### src/rtl/fetch_sequencer_pkg.sv
// Shared constants for the fetch sequencer and its instruction class decoder:
// opcode values, FSM state encoding and default widths/limits.
package fetch_sequencer_pkg;

  localparam int INSTR_WORD_WIDTH   = 8;   // default PC / program address width
  localparam int OP_W_DEF           = 4;   // default opcode field width
  localparam int TIMEOUT_CYCLES_DEF = 16;  // default fetch watchdog limit

  localparam logic [3:0] OP_NOP  = 4'h0;
  localparam logic [3:0] OP_JMP  = 4'hC;
  localparam logic [3:0] OP_JMPC = 4'hD;
  localparam logic [3:0] OP_HALT = 4'hF;

  typedef enum logic [1:0] {
    S_IDLE  = 2'd0,
    S_FETCH = 2'd1,
    S_ISSUE = 2'd2,
    S_HALT  = 2'd3
  } state_t;

  // One-hot class of an opcode; anything that is not control flow is exec.
  typedef struct packed {
    logic is_nop;
    logic is_jmp;
    logic is_jmpc;
    logic is_halt;
    logic is_exec;
  } instr_class_t;

endpackage

### src/rtl/fetch_sequencer_instr_class_decoder.sv
// Combinational opcode classifier, shared by the fetch sequencer and the
// execute unit so both agree on what counts as a control-flow opcode.
module instr_class_decoder
  import fetch_sequencer_pkg::*;
#(
  parameter int OP_WIDTH = OP_W_DEF
) (
  input  logic [OP_WIDTH-1:0] opcode,
  output instr_class_t        cls
);

  // Classify the opcode; exec is the fall-through for every other value.
  always_comb begin
    cls         = '0;
    cls.is_nop  = (opcode == OP_WIDTH'(OP_NOP));
    cls.is_jmp  = (opcode == OP_WIDTH'(OP_JMP));
    cls.is_jmpc = (opcode == OP_WIDTH'(OP_JMPC));
    cls.is_halt = (opcode == OP_WIDTH'(OP_HALT));
    cls.is_exec = !(cls.is_nop || cls.is_jmp || cls.is_jmpc || cls.is_halt);
  end

endmodule

### src/rtl/fetch_sequencer.sv
// Fetch sequencer: fetches the word at the PC, resolves NOP/JMP/JMPC/HALT
// locally (PC step/load pulses) and hands every other opcode to the execute
// unit over valid/ready.
// Optional feature macro: FETCH_TIMEOUT_EN (fetch watchdog, sticky fault).
module fetch_sequencer
  import fetch_sequencer_pkg::*;
#(
  parameter int ADDR_WIDTH     = INSTR_WORD_WIDTH,
  parameter int OP_WIDTH       = OP_W_DEF,
  parameter int IW             = OP_WIDTH + ADDR_WIDTH,
  parameter int TIMEOUT_CYCLES = TIMEOUT_CYCLES_DEF
) (
  input  logic                  clk,
  input  logic                  rst,
  input  logic [ADDR_WIDTH-1:0] pc_addr,
  output logic                  pc_en,
  output logic                  pc_we,
  output logic [ADDR_WIDTH-1:0] pc_load,
  output logic                  mem_req,
  output logic [ADDR_WIDTH-1:0] mem_addr,
  input  logic [IW-1:0]         mem_rdata,
  input  logic                  mem_ack,
  input  logic                  cond_flag,
  output logic [IW-1:0]         instr,
  output logic                  instr_valid,
  input  logic                  instr_ready,
  output logic                  halted,
  output logic                  fault
);

  state_t       state;
  instr_class_t cls;
  logic         in_issue;
  logic         take_jmp;
  logic         to_hit;

  instr_class_decoder #(.OP_WIDTH(OP_WIDTH)) u_dec (
    .opcode (instr[IW-1 -: OP_WIDTH]),
    .cls    (cls)
  );

  // PC pulses are decoded in the ISSUE cycle so the PC updates on the same
  // edge the FSM returns to FETCH and the new address is presented at once.
  assign in_issue    = (state == S_ISSUE);
  assign take_jmp    = cls.is_jmp || (cls.is_jmpc && cond_flag);
  assign instr_valid = in_issue && cls.is_exec;
  assign pc_we       = in_issue && take_jmp;
  assign pc_en       = in_issue && (cls.is_nop || (cls.is_jmpc && !cond_flag) ||
                                    (cls.is_exec && instr_ready));
  assign pc_load     = instr[ADDR_WIDTH-1:0];
  assign mem_req     = (state == S_FETCH);
  assign mem_addr    = pc_addr;
  assign halted      = (state == S_HALT);

`ifdef FETCH_TIMEOUT_EN
  localparam int CW = $clog2(TIMEOUT_CYCLES + 1);
  logic [CW-1:0] to_cnt;
  logic          fault_q;

  // Last un-acked FETCH cycle before the limit; a same-cycle ack wins.
  assign to_hit = (state == S_FETCH) && !mem_ack && (to_cnt == CW'(TIMEOUT_CYCLES - 1));
  assign fault  = fault_q;

  // Watchdog: counter sits at zero outside FETCH so each fetch starts fresh;
  // fault stays set until reset.
  always_ff @(posedge clk) begin
    if (rst) begin
      to_cnt  <= '0;
      fault_q <= 1'b0;
    end else begin
      if (state != S_FETCH)  to_cnt <= '0;
      else if (!mem_ack)     to_cnt <= to_cnt + 1'b1;
      if (to_hit)            fault_q <= 1'b1;
    end
  end
`else
  localparam int timeout_unused = TIMEOUT_CYCLES;
  assign to_hit = 1'b0;
  assign fault  = 1'b0;
`endif

  // Main sequencer FSM and instruction register.
  always_ff @(posedge clk) begin
    if (rst) begin
      state <= S_IDLE;
      instr <= '0;
    end else begin
      case (state)
        S_IDLE:  state <= S_FETCH;
        S_FETCH: begin
          if (mem_ack) begin
            instr <= mem_rdata;
            state <= S_ISSUE;
          end else if (to_hit) begin
            state <= S_HALT;
          end
        end
        S_ISSUE: begin
          if (cls.is_halt)                       state <= S_HALT;
          else if (!cls.is_exec || instr_ready)  state <= S_FETCH;
        end
        S_HALT:  state <= S_HALT;
        default: state <= S_IDLE;
      endcase
    end
  end

endmodule
### config.mk
export PLATFORM = sky130hd
export DESIGN_NAME = fetch_sequencer
export DESIGN_NICKNAME = d
export VERILOG_FILES = /design/src/rtl/fetch_sequencer_pkg.sv /design/src/rtl/fetch_sequencer_instr_class_decoder.sv /design/src/rtl/fetch_sequencer.sv
export SDC_FILE = /design/constraint.sdc
export NUM_CORES = 1
export LEC_CHECK = 0
export ABC_AREA = 0
export BUFFER_PORTS_ARGS = -buffer_cell sky130_fd_sc_hd__buf_2
export CORE_ASPECT_RATIO = 0.8
export CORE_UTILIZATION = 39
export CTS_BUF_LIST = sky130_fd_sc_hd__clkbuf_16
export DETAILED_ROUTE_END_ITERATION = 8
export HOLD_SLACK_MARGIN = 0.03
export PLACE_DENSITY = 0.81
export REMOVE_ABC_BUFFERS = 1
export SLEW_MARGIN = 20
export SYNTH_ARGS = -nofsm -noshare
export SYNTH_HDL_FRONTEND = slang
export SYNTH_SLANG_ARGS = --single-unit
### constraint.sdc
create_clock -name clk -period 3.75 [get_ports clk]
set_input_delay 0.1875 -clock clk [delete_from_list [all_inputs] [get_ports clk]]
set_output_delay 0.1875 -clock clk [all_outputs]
set_load 0.01 [all_outputs]
Word-level counts from Yosys, hierarchy flattened
Index checks and enable logic that the tools add are counted.
{"block": "totals", "ff_bits": 14, "input_bits": 25, "output_inout_bits": 34, "wordCells": 33}
{"block": "classes", "n_eq_ne": 8, "mux": 4, "reduce_logical": 19}
{"operator": "4-bit == test, second input constant", "count": 3}
{"operator": "2-bit one-hot mux with 4 select lines", "count": 1}
{"operator": "1-bit logical OR", "count": 7}
{"operator": "1-bit logical AND", "count": 6}
{"operator": "2-bit 2-to-1 mux", "count": 3}
{"operator": "2-bit == test, second input constant", "count": 2}
{"operator": "4-bit logical NOT", "count": 1}
{"operator": "2-bit AND reduction", "count": 2}
{"operator": "3-bit by 2-bit inequality test with 1-bit output, second input constant", "count": 1}
{"operator": "2-bit by 1-bit == test with 1-bit output, second input constant", "count": 1}
{"operator": "1-bit logical NOT", "count": 2}
{"operator": "2-bit logical NOT", "count": 1}
{"operator": "2-bit by 1-bit inequality test with 1-bit output, second input constant", "count": 1}

Longest topological paths before layout
Gate-level depths: netlist of run 1.
{"block": "logic_depth", "word_depth": 8, "mapped_depth": 5, "ltp_nobuf": 4}

Hierarchy
From an unflattened synthesis of run 1, not the netlist that was laid out.
{"block": "hier_totals", "hier_cells": 99, "hier_area_um2": 892.1}
{"module": "fetch_sequencer", "n_inst": 1, "cells_each": 89, "area_per_inst_um2": 838.3, "seq_area_each_um2": 280.3}
{"module": "instr_class_decoder", "n_inst": 1, "cells_each": 10, "area_per_inst_um2": 53.8, "seq_area_each_um2": 0.0}

Least setup slack after synthesis of run 1
Ideal clock, no wire load.
{"block": "synth_path", "path_kind": "reg2reg", "startpoint": "register instr[9]", "endpoint": "register state[1]", "setup_ns": 0.073, "arrival_time_ns": 1.401, "required_time_ns": 3.677, "setup_slack_ns": 2.276, "path_stages_with_launch": 5, "path_buffers": 0, "synth_period_minus_slack_ns": 1.474, "cell_sequence": "dfxtp_1 -> and3b_1 -> nor4_2 -> a221oi_1 -> nor3_2"}
{"block": "synth_via", "elab_chain_cells": 7, "word_cells_on_any_way": 12, "classes_between": "eq/ne: 4; mux: 2; reduce/logical: 6"}
{"item": "start: declaration", "line": "fetch_sequencer.sv:24", "text": "output logic [IW-1:0] instr,"}
{"item": "start signal: assignment", "line": "fetch_sequencer.sv:92", "text": "instr <= mem_rdata;"}
{"item": "4-bit == test / 4-bit logical NOT (equally long branches)", "line": "fetch_sequencer_instr_class_decoder.sv:16, fetch_sequencer_instr_class_decoder.sv:15"}
{"item": "1-bit logical OR (3 in series)", "line": "fetch_sequencer_instr_class_decoder.sv:19", "text": "cls.is_exec = !(cls.is_nop || cls.is_jmp || cls.is_jmpc || cls.is_halt);"}
{"item": "1-bit logical OR", "line": "fetch_sequencer.sv:100", "text": "else if (!cls.is_exec || instr_ready) state <= S_FETCH;"}
{"item": "3-bit by 2-bit inequality test with 1-bit output (no line)"}
{"item": "2-bit AND reduction (no line)"}
{"item": "end signal: assignment", "line": "fetch_sequencer.sv:99", "text": "if (cls.is_halt) state <= S_HALT;"}
{"item": "end signal: assignment", "line": "fetch_sequencer.sv:100"}
{"item": "end signal: assignment", "line": "fetch_sequencer.sv:102", "text": "S_HALT: state <= S_HALT;"}
{"item": "end: declaration", "line": "fetch_sequencer.sv:31", "text": "state_t state;"}
Parallel ways exist; a longest one is shown, timed or not.
A chain may end at the register's enable or synchronous reset.

Worst setup path in the final report of run 1
{"block": "layout_path", "startpoint": "register instr[9]", "endpoint": "output port instr_valid"}
{"block": "layout_via", "elab_chain_cells": 6, "word_cells_on_any_way": 9, "classes_between": "eq/ne: 3; reduce/logical: 6"}
{"item": "4-bit == test / 4-bit logical NOT (equally long branches)", "line": "fetch_sequencer_instr_class_decoder.sv:16, fetch_sequencer_instr_class_decoder.sv:15"}
{"item": "1-bit logical OR (2 in series)", "line": "fetch_sequencer_instr_class_decoder.sv:19"}
{"item": "1-bit logical OR *", "line": "fetch_sequencer_instr_class_decoder.sv:19"}
{"item": "1-bit logical NOT *", "line": "fetch_sequencer_instr_class_decoder.sv:19"}
{"item": "1-bit logical AND *", "line": "fetch_sequencer.sv:46", "text": "assign instr_valid = in_issue && cls.is_exec;"}
{"item": "end: declaration", "line": "fetch_sequencer.sv:25", "text": "output logic instr_valid,"}
Mark *: on every way between the ends. The rest lies on a longest branch, timed or not.

==> flow_metrics.env, run 1 <==
export IMPL_outcome="completed"
export IMPL_synthTopCellsByArea="dfxtp_1 (39%), buf_4 (18%), nand2_1 (14%)"
export IMPL_synth_top_family_by_area="simple AND/OR/NAND/NOR gates"
export IMPL_place_congestion=0.887
export IMPL_cts_path_max_buffers=2
export IMPL_synth_most_common_cell="nand2_1"
export IMPL_drc=0
export IMPL_crit_slowest_cell="dfxtp_1"
export IMPL_hold_path_class="in -> reg"
export IMPL_fin_crit_ns=1.63
export IMPL_wl_per_cell_um=11.2
export IMPL_fill_cells=175
export IMPL_crit_required_ns=3.56
export IMPL_cap_violations=0
export IMPL_crit_type="reg -> out"
export IMPL_setup_viol=0
export IMPL_fin_skew_ns=0.00204
export IMPL_clkSinkCount=14
export IMPL_antennaDiodeCount=0
export IMPL_finalPower_w=0.000407
export IMPL_fin_hold_ws_ns=0.186
export IMPL_pre_cts_ws_ns=2.29
export IMPL_cts_setup_buffers=0
export IMPL_core_mm2=0.00168
export IMPL_synthCells=94
export IMPL_grt_max_degree=15
export IMPL_stdcell_count=141
export IMPL_post_place_cells=137
export IMPL_drtIter0Drc=4
export IMPL_antenna_found_initial=0
export IMPL_ys_seq_area_share_pct=39.0
export IMPL_hpwlAfterDp_um=1180
export IMPL_setup_worst_path_end_class="output pin"
export IMPL_cts_htree_levels=1
export IMPL_path_cells="and3b_1, nor4_2, buf_2"
export IMPL_drt_wl_total_um=1590
export IMPL_critPathLaunchType="flip-flop"
export IMPL_netlist_area_um2=719
export IMPL_yosys_register_bits=14
export IMPL_portBuffers=41
export IMPL_cp_slowest_stage_delay_ns=0.43
export IMPL_drive_gt1_share_pct=38.7
export IMPL_cts_tree="built"
export IMPL_avgSynthCellArea_um2=7.65
export IMPL_via_per_inst=4.75
export IMPL_route_vias_total=670
export IMPL_final_nets=145
export IMPL_ctsRootBufferMaster="clkbuf_16"
export IMPL_synth_xor_area_share_pct=0
export IMPL_die_w_um=50.0
export IMPL_grt_pass1_wl_um=2390
export IMPL_ys_types=22
export IMPL_fmaxAchievable_mhz=614
export IMPL_cts_hold_buffers=0
export IMPL_ir_worst_vdd_mv=0.296
export IMPL_path_clk_slew_ns=0.04
export IMPL_crit_fanout=8
export IMPL_worstHoldStart="mem_rdata[6]"
export IMPL_tightest_slew_ns=0.807
export IMPL_async_flop_share_pct=0
export IMPL_synth_top_area_share_pct=39.0
export IMPL_ios=59
export IMPL_synthMuxAreaShare_pct=0
export IMPL_yosys_area_share_simple_pct=27.0
export IMPL_fp_dieH_um=40.4
export IMPL_dieArea_mm2=0.00202
export IMPL_rr_startpoint="state[0]"
export IMPL_finalHoldViolCount=0
export IMPL_drv_slew=0
export IMPL_multi_input_area_um2=297
export IMPL_synth_ff_type="dfxtp_1"
export IMPL_power_density_mw_per_mm2=456
export IMPL_fin_ws_ns=2.12
export IMPL_area_delta_synth_final_pct=24.0
export IMPL_grt_usage_pct=16.8
export IMPL_regArea_um2=280
export IMPL_cp_startpoint="instr[9]"
export IMPL_rows=13
export IMPL_yosysTopAreaCell="dfxtp_1"
export IMPL_cts_resized=0
export IMPL_power_leakage_nw=0.441
export IMPL_synth_compound_area_share_pct=13.7
export IMPL_overflow=0
export IMPL_synth_warnings=0
export IMPL_crit_arrival_ns=1.44
export IMPL_dr_pass1_iters=2
export IMPL_synth_fa_ha_area_share_pct=0
export IMPL_numCtsBuffers=3
export IMPL_grt_pass1_vias=577
export IMPL_fin_crit_sh_pct=43.4
export IMPL_synth_edff_count=0
export IMPL_rsz0062_at_grt="false"
export IMPL_antenna_left=0
export IMPL_setup_tns_ns=0
export IMPL_initial_core_util_pct=42.9
export IMPL_relSlewSlack_pct=46.0
export IMPL_synthTopCellsByCount="nand2_1 (26), buf_4 (17), a21oi_1 (14), dfxtp_1 (14)"
export IMPL_clk_latency_ns=0.24
power by group:
group	internal [W]	switching (W)	leakage, nW
combinational	0.0000216	0.0000264	0.289
sequential	0.000157	0.00000689	0.114
clock	0.000140	0.0000552	0.0385
flip-flops by register name, summed over array words and instances, names as in the netlist:
register,flops
instr,12
state,2
critical path, delay by kind of cell (launching register included):
| kind | cells | cell delay, ns |
|---|---|---|
| buffers and inverters | 1 | 0.20 |
| AND/OR/NAND/NOR | 2 | 0.58 |
| flip-flops | 1 | 0.43 |
metrics by stage:
stage / area [um2] / util, %
finish: 892 / 53.2
global route: 892 / 53.2
CTS: 892 / 53.2
detailed placement: 813 / 48.5
global placement: 813 / 48.5
floorplan: 581 / -
area by class of cell:
type	instances	area share [%]
inverters	1	0.421
repair buffers	41	23.0
clock inverters	1	0.421
clock buffers	3	8.42
multi-input cells	59	33.2
well taps	22	3.09
flip-flops and latches	14	31.4
cell families after synthesis:
family | count (synthesis)
simple gates | 40
buf+inv | 21
other cells | 1
flops | 14
compound gates | 18
worst paths after layout:
path | end | slack (ns) | depth (start not counted)
setup reg to reg | instr[1] | 2.32 | 4
hold reg to reg | instr[3] | 0.46 | 2
setup / recovery | instr_valid | 2.12 | 3
hold / removal | instr[6] | 0.19 | 3
layout by cell type, fill, tap and decap left out, drive strengths merged, types with 2 or more instances in the layout:
master and n:
a21oi 14, buf 41, clkbuf 3, dfxtp 14
nand2 26, nor2b 3, nor3 2, nor4 3
per-layer routing:
metal	wire length (um)	vias to the layer above	share of wire, %	global-route usage, %
met5	0	-	0	0
met4	14	0	0.88	8.57
met3	140	2	8.8	8.33
met2	774	37	49	32.3
met1	656	290	41	15.3
li1	-	341	-	-
Note: power is estimated with default switching activity, not from simulation.
==> inputs of run 2 (changes only) <==
ABC_AREA = 1   (was 0)
CORE_UTILIZATION = 35   (was 39)
PLACE_DENSITY = 0.74   (was 0.81)
clock period = 1.4 ns   (was 3.75 ns; I/O delays follow)
==> run 2 against run 1 <==
Compared with the run above:
- setup slack got worse by 2.0 ns
- total power rose to 2.9 times the previous value
- area after synthesis rose by 8.2%
- critical path type unchanged
==> flow_metrics.env, run 2 <==
export IMPL_avgSynthCellArea_um2=7.34
export IMPL_drv_slew=0
export IMPL_antenna_left=0
export IMPL_setup_viol=0
export IMPL_drc=0
export IMPL_yosys_register_bits=14
export IMPL_fill_cells=190
export IMPL_cp_slowest_stage_delay_ns=0.37
export IMPL_wl_per_cell_um=11.9
export IMPL_path_clk_slew_ns=0.05
export IMPL_pre_cts_ws_ns=0.205
export IMPL_critPathLaunchType="flip-flop"
export IMPL_ctsRootBufferMaster="clkbuf_16"
export IMPL_dieArea_mm2=0.00242
export IMPL_fp_dieH_um=44.2
export IMPL_cts_setup_buffers=0
export IMPL_place_congestion=0.759
export IMPL_via_per_inst=5.00
export IMPL_final_common_cell="buf_2"
export IMPL_ys_seq_area_share_pct=36.0
export IMPL_route_vias_total=775
export IMPL_grt_pass1_vias=642
export IMPL_top_register="instr"
export IMPL_async_flop_share_pct=0
export IMPL_fin_crit_sh_pct=94.7
export IMPL_synth_top_area_share_pct=36.0
export IMPL_cts_htree_levels=1
export IMPL_largest_reg_flops=12
export IMPL_final_cell_mix="buf_2 (41), nand2_1 (16), a21oi_1 (13), nand3_1 (12)"
export IMPL_ir_worst_vdd_mv=0.741
export IMPL_synth_ff_type="dfxtp_1"
export IMPL_outcome="completed"
export IMPL_grt_usage_pct=16.2
export IMPL_rows=14
export IMPL_hold_path_class="in -> reg"
export IMPL_grt_max_degree=15
export IMPL_area_delta_synth_final_pct=26.4
export IMPL_synthTopCellsByArea="dfxtp_1 (36%), buf_4 (17%), a21oi_1 (8.4%)"
export IMPL_crit_required_ns=1.33
export IMPL_fin_crit_ns=1.33
export IMPL_synthTopCellsByCount="buf_4 (18), nand2_1 (17), dfxtp_1 (14), a21oi_1 (13), nand3_1 (12)"
export IMPL_power_leakage_nw=0.502
export IMPL_path_cells="nor2_2, nand2_1, nand2_1, nor2_1, o21ai_1, inv_1, buf_2"
export IMPL_finalHoldViolCount=0
export IMPL_crit_type="reg -> out"
export IMPL_netSwitchingPower_w=0.000294
export IMPL_internal_power_w=0.000869
export IMPL_cts_path_max_buffers=2
export IMPL_crit_slowest_cell="dfxtp_2"
export IMPL_clockPowerShare_pct=46.6
export IMPL_cp_depth=7
export IMPL_finalPower_w=0.00116
export IMPL_synthCells=106
export IMPL_reg_largest_list="instr: 12 flops, state: 2 flops"
export IMPL_dr_pass1_iters=4
export IMPL_hpwlAfterDp_um=1260
export IMPL_cpMostUsedCell="nand2_1"
export IMPL_clk_latency_ns=0.24
export IMPL_swShare_pct=25.3
export IMPL_drtIter0Drc=8
export IMPL_initial_core_util_pct=39.3
export IMPL_ios=59
export IMPL_numCtsBuffers=3
export IMPL_yosysTopAreaCell="dfxtp_1"
export IMPL_whs_path_depth=3
export IMPL_synth_edff_count=0
export IMPL_die_w_um=54.7
export IMPL_drive_gt1_share_pct=45.0
export IMPL_critPathTopFamily="flip-flops"
export IMPL_fin_ws_ns=0.0745
export IMPL_portBuffers=41
export IMPL_synth_most_common_cell="buf_4"
export IMPL_core_mm2=0.00198
export IMPL_fmaxAchievable_mhz=754
export IMPL_grt_pass1_wl_um=2770
export IMPL_ys_types=19
export IMPL_power_density_mw_per_mm2=1180
export IMPL_crit_buf_inv=2
export IMPL_rr_worst_depth=5
export IMPL_cts_tree="built"
export IMPL_pwr_share_seq_pct=38.3
export IMPL_crit_arrival_ns=1.26
export IMPL_synth_warnings=0
export IMPL_setup_worst_path_end_class="output pin"
export IMPL_overflow=0
export IMPL_final_nets=157
export IMPL_antenna_found_initial=0
export IMPL_combPwrFrac_pct=15.0
export IMPL_crit_fanout=7
export IMPL_netlist_area_um2=778
export IMPL_cap_violations=0
export IMPL_antennaDiodeCount=0
export IMPL_drt_wl_total_um=1850
export IMPL_clkSinkCount=14
export IMPL_fin_skew_ns=0.00144
## run 2: changes by cell type after synthesis, sizes merged, moves of 2 or more
cell	before	now
buf	17	20
clkbuf	3	1
inv	1	11
nand2	26	18
nand3	0	12
nor2	1	7
nor2b	3	0
nor4	3	0
o21ai	1	5
## run 2: worst min-delay path, stage by stage
cell,delay [ns]
buf_2,0.10
nand3_1,0.07
a21oi_1,0.06
## run 2: layout make-up
| class | count | area, um2 | area share, % |
|---|---|---|---|
| clock buffer | 3 | 75.1 | 7.63 |
| inverter | 11 | 41.3 | 4.20 |
| clock inverter | 1 | 3.75 | 0.382 |
| timing repair buffer | 42 | 213 | 21.6 |
| sequential | 14 | 297 | 30.2 |
| multi-input combinational | 60 | 324 | 33.0 |
| tap | 24 | 30.0 | 3.05 |
## run 2: path summary, 6_finish.rpt
| path | from | end | slack [ns] |
|---|---|---|---|
| setup / recovery | instr[8] | pc_en | 0.07 |
| hold / removal | mem_rdata[8] | instr[8] | 0.09 |
| setup reg to reg | state[0] | instr[6] | 0.26 |
| hold reg to reg | instr[7] | instr[7] | 0.47 |
## run 2: logic make-up (layout without fill, tap and decap cells)
kind of cell | count (synthesis) | in the layout | synth area share, %
AND/OR/NAND/NOR | 40 | 40 | 24.0
buffers and inverters | 32 | 57 | 26.0
AO/OA/AOI/OAI | 19 | 19 | 13.5
flip-flops | 14 | 14 | 36.0
other | 1 | 1 | 0.482
## run 2: through the flow
| step | instances | area (um2) | hold WS [ns] | TNS [ns] | util [%] |
|---|---|---|---|---|---|
| 2_1_floorplan | 85 | 617 | 0.139 | 0 | - |
| 4_1_cts | 155 | 942 | 0.0908 | 0 | 47.6 |
| 3_5_place_dp | 151 | 860 | 0.140 | 0 | 43.4 |
| 3_3_place_gp | 151 | 860 | 0.140 | 0 | 43.4 |
| 5_1_grt | 155 | 983 | 0.0998 | -0.0462 | 49.7 |
| 6_report | 155 | 983 | 0.0879 | 0 | 49.7 |
## run 2: what timing repair did
action / CTS / global route
pin swaps: 0 / 0
hold buffers: 0 / 0
resized for setup: 3 / 14
cloned: 0 / 0
hold endpoints to repair: 0 / 0
setup endpoints to repair: 2 / 2
## run 2: power by group through the flow
stage,registers (W),logic (W),clock network [W]
floorplan,0.000463,0.0000711,0
global placement,0.000449,0.000163,0
detailed placement,0.000451,0.000168,0
CTS,0.000445,0.000168,0.000551
global route,0.000449,0.000193,0.000571
finish,0.000446,0.000175,0.000542
## run 2: per-layer routing
layer  vias up  track usage, %  routed length, um
met3         4            7.90                189
met1       349            18.8                750
met4         0            9.23                 29
met2        46            23.9                882
met5         -               0                  0
li1        376               -                  -
